`src/rtl/vend_controller.sv`:
```
// Vending transaction sequencer: coin credit, dispense handshake, 5-unit change/refund payout.
// Optional VEND_TIMEOUT_EN: auto-refund after TIMEOUT idle cycles in CREDIT.
module vend_controller #(
  parameter int PRICE      = 15,
  parameter int MAX_CREDIT = 30,
  parameter int TIMEOUT    = 255
) (
  input  logic       clk,
  input  logic       rst,
  input  logic       coin_valid,
  input  logic [1:0] coin_val,
  input  logic       sel,
  input  logic       cancel,
  input  logic       disp_ack,
  input  logic       chg_ack,
  output logic       disp_req,
  output logic       chg_req,
  output logic       coin_reject,
  output logic [5:0] credit,
  output logic       busy
);

  typedef enum logic [1:0] {IDLE, CREDIT, DISPENSE, CHANGE} state_t;

  state_t     state, state_next;
  logic [5:0] credit_next;
  logic       disp_req_next, chg_req_next, coin_reject_next, busy_next;

  logic [5:0] coin_amt;
  logic       coin_code_ok;
  logic [6:0] coin_sum;
  logic       coin_accept;
  logic [5:0] credit_coin;
  logic       timeout_hit;

  if (TIMEOUT < 1 || PRICE < 5 || PRICE > MAX_CREDIT || MAX_CREDIT > 63) begin : g_bad_params
    $error("vend_controller: illegal parameter combination");
  end

  always_comb begin
    coin_amt     = 6'd0;
    coin_code_ok = 1'b0;
    case (coin_val)
      2'b01: begin coin_amt = 6'd5;  coin_code_ok = 1'b1; end
      2'b10: begin coin_amt = 6'd10; coin_code_ok = 1'b1; end
      default: ;
    endcase
  end

  // Sum is one bit wider so an overflowing coin cannot wrap past the limit check.
  assign coin_sum    = {1'b0, credit} + {1'b0, coin_amt};
  assign coin_accept = coin_valid && coin_code_ok &&
                       (state == IDLE || state == CREDIT) &&
                       (coin_sum <= 7'(MAX_CREDIT));
  assign credit_coin = coin_accept ? coin_sum[5:0] : credit;

`ifdef VEND_TIMEOUT_EN
  localparam int TW = $clog2(TIMEOUT + 1);
  logic [TW-1:0] idle_cnt;
  logic          activity;

  assign activity    = coin_valid || sel || cancel;
  assign timeout_hit = (state == CREDIT) && !activity && (idle_cnt == TW'(TIMEOUT));

  always_ff @(posedge clk or negedge rst) begin
    if (!rst) begin
      idle_cnt <= '0;
    end else if (state != CREDIT || activity) begin
      idle_cnt <= '0;
    end else if (idle_cnt != TW'(TIMEOUT)) begin
      idle_cnt <= idle_cnt + 1'b1;
    end
  end
`else
  assign timeout_hit = 1'b0;
`endif

  always_ff @(posedge clk or negedge rst) begin
    if (!rst) begin
      state  <= IDLE;
      credit <= 6'd0;
    end else begin
      state  <= state_next;
      credit <= credit_next;
    end
  end

  always_comb begin
    state_next  = state;
    credit_next = credit_coin;
    case (state)
      IDLE: begin
        if (coin_accept) state_next = CREDIT;
      end
      CREDIT: begin
        // sel is judged on the pre-coin credit; a same-cycle coin still lands in credit_next.
        if (cancel || timeout_hit)
          state_next = CHANGE;
        else if (sel && credit >= 6'(PRICE))
          state_next = DISPENSE;
      end
      DISPENSE: begin
        if (disp_ack) begin
          credit_next = credit - 6'(PRICE);
          state_next  = (credit_next != 6'd0) ? CHANGE : IDLE;
        end
      end
      CHANGE: begin
        if (credit == 6'd0) begin
          state_next = IDLE;
        end else if (chg_ack) begin
          credit_next = credit - 6'd5;
          if (credit_next == 6'd0) state_next = IDLE;
        end
      end
      default: state_next = IDLE;
    endcase
  end

  always_comb begin
    disp_req_next    = (state_next == DISPENSE);
    chg_req_next     = (state_next == CHANGE) && (credit_next != 6'd0);
    busy_next        = (state_next == DISPENSE) || (state_next == CHANGE);
    coin_reject_next = coin_valid && !coin_accept;
  end

  always_ff @(posedge clk or negedge rst) begin
    if (!rst) begin
      disp_req    <= 1'b0;
      chg_req     <= 1'b0;
      coin_reject <= 1'b0;
      busy        <= 1'b0;
    end else begin
      disp_req    <= disp_req_next;
      chg_req     <= chg_req_next;
      coin_reject <= coin_reject_next;
      busy        <= busy_next;
    end
  end

endmodule

```
`config.mk`:
```
export PLATFORM = sky130hd
export DESIGN_NAME = vend_controller
export DESIGN_NICKNAME = d
export VERILOG_FILES = /design/src/rtl/vend_controller.sv
export SDC_FILE = /design/constraint.sdc
export NUM_CORES = 1
export LEC_CHECK = 0
export CAP_MARGIN = 20
export CORE_MARGIN = 2
export CORE_UTILIZATION = 60
export CTS_CLUSTER_DIAMETER = 200
export DETAILED_ROUTE_END_ITERATION = 7
export PLACE_DENSITY = 0.86
export SLEW_MARGIN = 5
export SYNTH_ARGS = -nofsm -noshare
export SYNTH_HDL_FRONTEND = slang
export SYNTH_SLANG_ARGS = --single-unit
```
`constraint.sdc`:
```
create_clock -name clk -period 4.2 [get_ports clk]
set_input_delay 1.26 -clock clk [delete_from_list [all_inputs] [get_ports clk]]
set_output_delay 1.26 -clock clk [all_outputs]
set_load 0.005 [all_outputs]
```
* Word level (Yosys, flattened, before mapping) *
Index checks and enable logic that the tools add are counted.

storage, ports and cells
  flip-flop bits (word level) = 12
  bits in latches = 0
  RAM bits = 0
  memory bits (read-only) = 0
  bits of input ports = 9
  output and inout port bits = 10
  logic and storage cells = 49
  memories kept = 0

cells by class
  $add $sub $neg = 3
  $mul = 0
  divide/modulo/power cells = 0
  $lt $le $gt $ge = 2
  eq/ne operators = 7
  shift-type cells = 0
  multiplexer cells = 16
  bitwise gates (word level) = 0
  reduce and logical (&&, ||, !) cells = 15

operator list
  cell                   number
  $mux W6                4
  $mux W2                8
  $logic_not A6 Y1       2
  $pmux W6 S2            1
  $reduce_bool A6 Y1     2
  $eq A2 B2 Y1 const B   5
  $pmux W2 S4            1
  $pmux W4 S2            1
  $add A6 B6 Y7          1
  $le A7 B5 Y1 const B   1
  $ge A6 B4 Y1 const B   1
  $logic_and A1 B1 Y1    6
  $sub A6 B3 Y6 const B  1
  $sub A6 B4 Y6 const B  1
  $eq A2 B1 Y1 const B   2
  $logic_not A2 Y1       1
  $logic_or A1 B1 Y1     2
  $reduce_or A2 Y1       1
  $logic_not A1 Y1       1
  $mux W1                1

* Logic depth before layout (Yosys ltp) *
Gate-level depths: netlist (run 1).

  word-level depth = 12
  gate-level depth with buffers = 13
  gate-level depth less buffers = 12

* Least setup slack after synthesis (run 1) *
Ideal clock, no wire load.

  kind = input -> register
  start = input coin_val[0]
  end = register chg_req
  setup time = 129 ps
  data arrival time = 3736 ps
  required time = 4071 ps
  path slack = 335 ps
  cell stages on the path = 13
  buffers on the path = 1
  cell sequence = inv_1 -> ha_1 -> clkbuf_2 -> xor2_2 -> ha_1 -> a211o_1 -> and3_4 -> o21a_1 -> o211a_1 -> or3_1 -> a32oi_1 -> nor3_1 -> o41a_1

between the ends
  word-level cells in the longest chain between the ends = 12
  elaborated cells between the ends (all ways) = 20
  classes of those cells = add/sub: 1; order compare: 1; eq/ne: 3; mux: 9; reduce/logical: 6

RTL lines
  item                                                   line  source
  from (decl)                                            11    input logic [1:0] coin_val,
  branches (longest 6 deep; another with $add A6 B6 Y7)  -
  $mux W6 (*)                                            55    assign credit_coin = coin_accept ? coin_sum[5:0] : credit;
  $mux W6                                                111   end else if (chg_ack) begin
  $mux W6                                                109   if (credit == 6'd0) begin
  $pmux W6 S2 (*)                                        91    case (state)
  named net credit_next[1]                               26    logic [5:0] credit_next;
  $reduce_bool A6 Y1 (*)                                 122   chg_req_next = (state_next == CHANGE) && (credit_next != 6'd0);
  $logic_and A1 B1 Y1 (*)                                122
  named net chg_req_next                                 27    logic disp_req_next, chg_req_next, coin_reject_next, busy_next;
  to (signal assigned)                                   135   chg_req <= chg_req_next;
  to (decl)                                              17    output logic chg_req,

Mark *: on every way through the listed nets, which the timed path passes.

* Worst setup path in the final report (run 1) *
Same ends and word-level chain as after synthesis.

==> results.json, run 1 <==
{
  "status": "finished clean",
  "cts_tree": "built",
  "worst_pin_slew_ns": 0.796,
  "max_cap_violations": 0,
  "nNetsFinal": 228,
  "synth_flop_cell": "dfrtp_1",
  "antenna_found_initial": 0,
  "synthToLayoutAreaGrowth_pct": 26.1,
  "use_met1": 0.364,
  "synth_area_leaders": "dfrtp_1 (21%), ha_1 (6.9%), o21ai_0 (5.8%), nand2_1 (4.4%), xor2_1 (3.0%)",
  "drive_gt1_frac": 0.210,
  "synth_top_area_cell": "dfrtp_1",
  "syn_inst": 184,
  "finalSetupViolations": 0,
  "worstPathMaxFanout": 3,
  "fp.dieH_um": 53.3,
  "async_flop_share": 1.00,
  "final_antenna_net_count": 0,
  "max_freq_mhz": 254,
  "ios": 19,
  "ys_types": 61,
  "fin_skew_ns": 0.000567,
  "coreArea_mm2": 0.00225,
  "leakage_nw": 0.780,
  "finalCriticalPeriod_ns": 3.94,
  "die-area_mm2": 0.00284,
  "path_class": "in2reg",
  "drtIter0Drc": 65,
  "synth_edf_count": 0,
  "port_buffers": 18,
  "met3_usage": 0.0339,
  "place.gp.congestion": 0.924,
  "endpoint_kind": "register",
  "dp_slack_ns": -0.293,
  "gr-max-usage-layer": "met2",
  "final_core_util": 0.815,
  "p_per_area_mw_per_mm2": 666,
  "cts.path.max_buffers": 2,
  "cts_sinks": 12,
  "totalPowerFinal_mw": 1.22,
  "finalWirelength_um": 4410,
  "fin_ws_ns": 0.256,
  "rsz0062_at_grt": "no",
  "synth_common_cells": "nand2_1 (17), o21ai_0 (17), dfrtp_1 (12), nor2_1 (11), inv_1 (9)",
  "diodes": 0,
  "setup_tns_ns": 0,
  "critPathSlowestCell": "or3_4",
  "clk_pin_slew_ns": 0.07,
  "syn_nets": 201,
  "cp_data_required_time_ns": 4.35,
  "ctsHoldBuffers": 0,
  "synth-seq-area-share": 0.206,
  "cp_num_buf_inv": 2,
  "ir_drop_uv": 408,
  "yosysTopAreaCellShare": 0.206,
  "dp_cells": 229,
  "hold_path_class": "reg2reg",
  "first_pass_iters": 4,
  "rows": 17,
  "hold_viol": 0,
  "hpwlAfterDp_um": 2960,
  "vias": 1606,
  "numCtsBuffers": 3,
  "drc_errors": 0,
  "grt_pass1_vias": 1586,
  "grt_use_total": 0.324,
  "syn_avg_cell_area_um2": 7.92,
  "ys_warn_count": 0,
  "layout.cells.non_filler": 238,
  "via_per_inst": 6.75,
  "arrival_ns": 4.09,
  "path_common_cell": "ha_2",
  "fp.dieW_um": 53.3,
  "maxSlewHeadroom": 0.469,
  "start_kind": "input pin",
  "worstSkewPairLatency_ns": 0.27,
  "crit_path_cell_trace": "dlymetal6s2s_1 > buf_4 > ha_2 > and2_1 > ha_2 > a211o_1 > and3_4 > o21a_1 > o211a_1 > or3_4 > a31oi_4 > nor3_2 > o41a_1",
  "synth_seq_cells": 12,
  "root_buffer": "clkbuf_4",
  "drt-wirelength-per-cell_um": 18.5,
  "grt_pass1_wl_um": 6780,
  "h-tree-depth": 1,
  "slowest_delay_ns": 0.42,
  "period_share": 0.939,
  "start_util": 0.646,
  "grt_overflow": 0,
  "met2_usage": 0.570,
  "syn_area_mm2": 0.00146,
  "grt_max_degree": 22,
  "drv_slew": 0,
  "cpLargestDelayFamily": "compound AO/OA/AOI/OAI gates"
}
==> placed cells by master (no fill, tap or decap), types with 2 or more instances in the layout <==
cell,count
nand2_1,17
o21ai_0,17
buf_4,17
clkdlybuf4s50_1,16
dfrtp_1,12
nor2_1,11
inv_1,8
a21oi_1,7
xor2_1,5
o211ai_1,5
nand3_1,5
ha_1,5
nand2b_1,4
and3_1,4
and2_1,3
xnor2_1,3
nor3b_1,3
nor2b_1,3
ha_2,3
clkbuf_4,3
a31oi_1,2
mux2i_1,2
o21a_1,2
nand3b_1,2
a32oi_1,2
o311ai_0,2
o311ai_1,2
o31ai_1,2
dlymetal6s2s_1,2
==> worst register-to-register path: stages (launching register included) <==
cell and delay (ns):
dfrtp_1 0.71, xor2_2 0.18, ha_2 0.24, a211o_1 0.23
and3_4 0.18, o21a_1 0.20, o211a_1 0.27, or3_4 0.42
a31oi_4 0.21, nor3_2 0.07, o41a_1 0.40
==> per-stage QoR <==
step / cell area, um^2 / hold slack [ns]
global route: 1840 / 0.747
CTS: 1750 / 0.696
detailed placement: 1690 / 0.687
floorplan: 1460 / 0.723
global placement: 1690 / 0.670
finish: 1840 / 0.715
==> area by class of cell <==
cell class | count | area [um^2]
inverter | 9 | 33.8
clock buffer | 4 | 36.3
timing repair buffer | 35 | 313
tap | 28 | 35.0
multi-input combinational | 150 | 1120
fill | 151 | 418
sequential | 12 | 300
==> worst paths after layout <==
| path | start | to | slack (ns) | cells after the start |
|---|---|---|---|---|
| worst max-delay path | coin_val[0] | chg_req$_DFF_PN0_ | 0.26 | 13 |
| worst min-delay path | state[0]$_DFF_PN0_ | busy$_DFF_PN0_ | 0.72 | 1 |
| worst max register to register | credit[1]$_DFF_PN0_ | chg_req$_DFF_PN0_ | 0.96 | 10 |
| worst min register to register | state[0]$_DFF_PN0_ | busy$_DFF_PN0_ | 0.72 | 1 |
| max in group asynchronous | rst | credit[0]$_DFF_PN0_ | 2.51 | 1 |
| min in group asynchronous | rst | credit[2]$_DFF_PN0_ | 1.34 | 1 |
==> where the power goes <==
part	total (mW)	internal [mW]	switching (mW)	leakage (nW)
clock	0.0894	0.0526	0.0368	0.0210
sequential	0.316	0.161	0.154	0.141
combinational	0.818	0.404	0.414	0.618
total	1.22	0.619	0.604	0.780
==> routing by layer <==
layer	part of all wire	wire length (um)	vias up
met1	0.39	1710	752
met3	0.065	285	29
met5	0	0	-
li1	-	-	735
met4	0.049	214	0
met2	0.50	2200	90
==> flip-flops by register name (all words and copies together) (netlist names) <==
register and count:
busy 1, chg_req 1, coin_reject 1, credit 6, disp_req 1, state 2
==> cells by family after synthesis <==
family	after synthesis	synth area share
buf+inv	22	0.0747
xor+xnor	10	0.0653
simple gates	66	0.256
fa+ha+maj	8	0.0687
flops	12	0.206
mux	2	0.0137
compound gates	64	0.315
==> repair_timing <==
| item | CTS | global route |
|---|---|---|
| gates resized for setup | 1 | 16 |
| setup endpoints to repair | 1 | 1 |
| setup buffers | 3 | 2 |
| pin swaps | 2 | 6 |
Power figures use the tool's default switching activity.
==> inputs of run 2 (changes only) <==
Clock period 4.2 ns to 4.92 ns, I/O delays scaled along.
==> results.json, run 2 (synthesis results as in run 1) <==
{
  "critPathSlowestCell": "clkdlybuf4s50_1",
  "diodes": 0,
  "drv_slew": 0,
  "via_per_inst": 6.57,
  "leakage_nw": 0.686,
  "worst_pin_slew_ns": 0.725,
  "finalCriticalPeriod_ns": 4.44,
  "fin_skew_ns": 0.00145,
  "rsz0062_at_grt": "no",
  "synthToLayoutAreaGrowth_pct": 13.7,
  "fp.dieW_um": 53.3,
  "worstPathMaxFanout": 3,
  "path_common_cell": "ha_1",
  "rows": 17,
  "ir_drop_uv": 350,
  "max_cap_violations": 0,
  "grt_pass1_wl_um": 6240,
  "max_freq_mhz": 225,
  "fp.dieH_um": 53.3,
  "p_switching_uw": 460,
  "p_comb_frac": 0.627,
  "slowest_delay_ns": 0.51,
  "top_regs": "credit x6, state x2",
  "finalSetupViolations": 0,
  "path_class": "in2reg",
  "drt-wirelength-per-cell_um": 16.9,
  "grt_use_total": 0.298,
  "clk_pin_slew_ns": 0.07,
  "final_antenna_net_count": 0,
  "reg2reg_slack_ns": 1.83,
  "largest_reg_flops": 6,
  "start_kind": "input pin",
  "drc_errors": 0,
  "fin_ws_ns": 0.481,
  "sw_frac_of_total": 0.502,
  "worstSkewPairLatency_ns": 0.27,
  "nNetsFinal": 214,
  "die-area_mm2": 0.00284,
  "cts_setup_buffers": 0,
  "grt_overflow": 0,
  "coreArea_mm2": 0.00225,
  "drive_gt1_frac": 0.0918,
  "cts.repair.resized": 0,
  "largest_register": "credit",
  "crit_path_cell_trace": "clkdlybuf4s50_1 > inv_1 > ha_1 > xor2_2 > ha_1 > a211o_1 > and3_4 > o21a_1 > o211a_1 > or3_1 > a32oi_1 > nor3_1 > o41a_1",
  "numCtsBuffers": 3,
  "antenna_found_initial": 0,
  "ctsHoldBuffers": 0,
  "clockPowerShare": 0.085,
  "internal_power_uw": 455,
  "seq_power_share": 0.288,
  "grt_pass1_vias": 1407,
  "cts.path.max_buffers": 2,
  "cpLargestDelayFamily": "compound AO/OA/AOI/OAI gates",
  "p_per_area_mw_per_mm2": 553,
  "place.gp.congestion": 1.00,
  "finalWirelength_um": 3780,
  "first_pass_iters": 4,
  "totalPowerFinal_uw": 915,
  "cp_num_buf_inv": 2,
  "grt_max_degree": 22,
  "status": "finished clean",
  "setup_tns_ns": 0,
  "drtIter0Drc": 67,
  "hold_viol": 0,
  "dp_slack_ns": 0.230,
  "port_buffers": 18,
  "maxSlewHeadroom": 0.517,
  "endpoint_kind": "register",
  "root_buffer": "clkbuf_4",
  "period_share": 0.902,
  "most-common-layout-cells": "clkdlybuf4s50_1 (18), nand2_1 (17), o21ai_0 (17)",
  "final_common_cell": "clkdlybuf4s50_1",
  "ios": 19,
  "hold_path_class": "reg2reg",
  "cp_data_required_time_ns": 5.08,
  "vias": 1472,
  "cts_sinks": 12,
  "cts_tree": "built",
  "h-tree-depth": 1,
  "hpwlAfterDp_um": 2860,
  "arrival_ns": 4.60,
  "start_util": 0.646
}
## run 2: cell types whose count changed in the layout (fill, tap and decap cells not counted), moves of 2 or more
| cell | previous run | this run |
|---|---|---|
| ha_2 | 3 | 0 |
| clkdlybuf4s50_1 | 16 | 18 |
| dlymetal6s2s_1 | 2 | 0 |
| a31oi_1 | 2 | 4 |
| buf_4 | 17 | 3 |
| ha_1 | 5 | 8 |
## run 2: area by class of cell
type	instances	area, um^2
Fill cell	184	599
Multi-Input combinational cell	150	1050
Inverter	9	33.8
Clock buffer	4	36.3
Sequential cell	12	300
Timing Repair Buffer	21	203
Tap cell	28	35.0
## run 2: layer usage
layer	share of wire	vias up	GRT usage
met5	0	-	0
met3	0.061	10	0.0282
met2	0.48	70	0.508
met4	0.026	0	0.124
met1	0.43	686	0.379
li1	-	706	-
## run 2: stage by stage
step	hold slack [ns]	util	area (um^2)	cells
after global routing	0.737	0.734	1660	224
after floorplan	0.723	-	1460	184
final	0.701	0.734	1660	224
after detailed placement	0.686	0.718	1620	220
after global placement	0.670	0.718	1620	220
after CTS	0.697	0.734	1660	224
## run 2: worst reg2reg max path, delay by kind of cell, from the launching register on
| kind | cells | cell delay, ns |
|---|---|---|
| AND/OR/NAND/NOR | 3 | 0.66 |
| XOR/XNOR | 1 | 0.28 |
| flip-flops | 1 | 0.57 |
| AO/OA/AOI/OAI | 5 | 1.24 |
| adder cells (fa/ha/maj) | 1 | 0.23 |
## run 2: power by group through the flow
stage / clock network [mW] / registers (mW) / logic [mW]
3_5_place_dp: 0 / 0.262 / 0.561
2_1_floorplan: 0 / 0.171 / 0.488
3_3_place_gp: 0 / 0.256 / 0.551
4_1_cts: 0.0792 / 0.259 / 0.566
6_report: 0.0777 / 0.263 / 0.574
5_1_grt: 0.0846 / 0.273 / 0.640
## run 2: final timing paths
path | startpoint | to | cells after the start
min reg2reg | state[0]$_DFF_PN0_ | busy$_DFF_PN0_ | 1
max in group asynchronous | rst | credit[0]$_DFF_PN0_ | 1
min | state[0]$_DFF_PN0_ | busy$_DFF_PN0_ | 1
max reg2reg | credit[1]$_DFF_PN0_ | chg_req$_DFF_PN0_ | 10
min in group asynchronous | rst | coin_reject$_DFF_PN0_ | 1
max | coin_val[0] | chg_req$_DFF_PN0_ | 13
==> inputs of run 3 (changes only) <==
Settings changed: CORE_MARGIN 2 to 3, SKIP_CTS_REPAIR_TIMING set to 1.
==> results.json, run 3 (synthesis results as in run 1) <==
{
  "status": "finished clean",
  "rows": 17,
  "grt_max_degree": 22,
  "maxSlewHeadroom": 0.517,
  "synthToLayoutAreaGrowth_pct": 13.1,
  "drc_errors": 0,
  "max_freq_mhz": 222,
  "worst_pin_slew_ns": 0.725,
  "setup_tns_ns": 0,
  "fillers": 167,
  "root_buffer": "clkbuf_4",
  "hpwlAfterDp_um": 2970,
  "ir_drop_uv": 325,
  "r2r-start": "credit[1]$_DFF_PN0_",
  "finalSetupViolations": 0,
  "period_share": 0.916,
  "layout.cells.non_filler": 223,
  "start_util": 0.646,
  "final_antenna_net_count": 0,
  "arrival_ns": 4.66,
  "grt_pass1_wl_um": 6490,
  "cts.path.max_buffers": 2,
  "worstSkewPairLatency_ns": 0.27,
  "most-common-layout-cells": "clkdlybuf4s50_1 (18), nand2_1 (17), o21ai_0 (17)",
  "worstPathMaxFanout": 4,
  "leakage_nw": 0.681,
  "finalCriticalPeriod_ns": 4.51,
  "grt_use_total": 0.264,
  "ios": 19,
  "drive_gt1_frac": 0.0872,
  "nNetsFinal": 213,
  "vias": 1485,
  "path_class": "in2reg",
  "place.gp.congestion": 0.987,
  "clk_pin_slew_ns": 0.08,
  "endpoint_kind": "register",
  "finalWirelength_um": 3950,
  "largest_reg_flops": 6,
  "placed_area_mm2": 0.00161,
  "hold_viol": 0,
  "grt_pass1_vias": 1419,
  "cts_tree": "built",
  "max_cap_violations": 0,
  "port_buffers": 18,
  "final_common_cell": "clkdlybuf4s50_1",
  "p_per_area_mw_per_mm2": 557,
  "fp.dieW_um": 55.3,
  "antenna_found_initial": 0,
  "drv_slew": 0,
  "h-tree-depth": 1,
  "final_core_util": 0.731,
  "cts_sinks": 12,
  "fin_skew_ns": 0.00741,
  "fin_area_mm2": 0.00165,
  "critPathLaunch": "coin_val[1]",
  "top_regs": "credit x6, state x2",
  "first_pass_iters": 4,
  "fp.dieH_um": 55.3,
  "diodes": 0,
  "cp_data_required_time_ns": 5.07,
  "via_per_inst": 6.66,
  "grt_overflow": 0,
  "die-area_mm2": 0.00305,
  "drt-wirelength-per-cell_um": 17.7,
  "hold_path_class": "reg2reg",
  "start_kind": "input pin",
  "hold_start": "state[0]$_DFF_PN0_",
  "numCtsBuffers": 3,
  "dp_slack_ns": 0.172,
  "rsz0062_at_grt": "no",
  "largest_register": "credit",
  "fin_ws_ns": 0.413,
  "coreArea_mm2": 0.00225,
  "dp_cells": 219,
  "drtIter0Drc": 85
}
[run 3: cell count changes in the layout (fill, tap and decap cells not counted)]
| cell | previous run | this run |
|---|---|---|
| buf_4 | 3 | 2 |
[run 3: where the power goes]
| part | leakage, nW | internal (mW) | switching [mW] | total [mW] |
|---|---|---|---|---|
| Sequential | 0.141 | 0.138 | 0.125 | 0.263 |
| Combinational | 0.519 | 0.269 | 0.308 | 0.577 |
| Clock | 0.0210 | 0.0450 | 0.0321 | 0.0770 |
[run 3: worst max-delay path, cell delays in order]
cell and delay [ns]:
clkdlybuf4s50_1 0.52, inv_1 0.08, ha_1 0.23, and2_1 0.20, ha_1 0.21, a211o_1 0.24
and3_4 0.19, o21a_1 0.19, o211a_1 0.23, or3_1 0.37, a32oi_1 0.20, nor3_1 0.10
o41a_1 0.42
[run 3: layout make-up]
class / count / area [um^2] / area share
inverter: 9 / 33.8 / 0.0205
tap: 28 / 35.0 / 0.0213
sequential: 12 / 300 / 0.182
multi-input combinational: 150 / 1050 / 0.636
clock buffer: 4 / 36.3 / 0.0220
timing repair buffer: 20 / 195 / 0.118
[run 3: metal layers]
layer	global-route usage	wire length [um]	vias up	part of all wire
met4	0.142	116	0	0.029
li1	-	-	704	-
met2	0.461	2070	87	0.52
met3	0.0280	252	12	0.064
met5	0	0	-	0
met1	0.313	1510	682	0.38
[run 3: per-stage QoR]
stage | hold slack [ns] | power (mW)
detailed placement | 0.684 | 0.821
global placement | 0.670 | 0.796
finish | 0.747 | 0.917
floorplan | 0.723 | 0.658
CTS | 0.733 | 0.907
global route | 0.814 | 0.991
[run 3: path summary, 6_finish.rpt]
| path | end | slack, ns | cells after the start |
|---|---|---|---|
| worst min register to register | state[0]$_DFF_PN0_ | 0.75 | 2 |
| worst max register to register | chg_req$_DFF_PN0_ | 1.81 | 10 |
| min in group asynchronous | coin_reject$_DFF_PN0_ | 1.54 | 1 |
| worst min-delay path | state[0]$_DFF_PN0_ | 0.75 | 2 |
| worst max-delay path | chg_req$_DFF_PN0_ | 0.41 | 13 |
| max in group asynchronous | state[1]$_DFF_PN0_ | 3.04 | 1 |
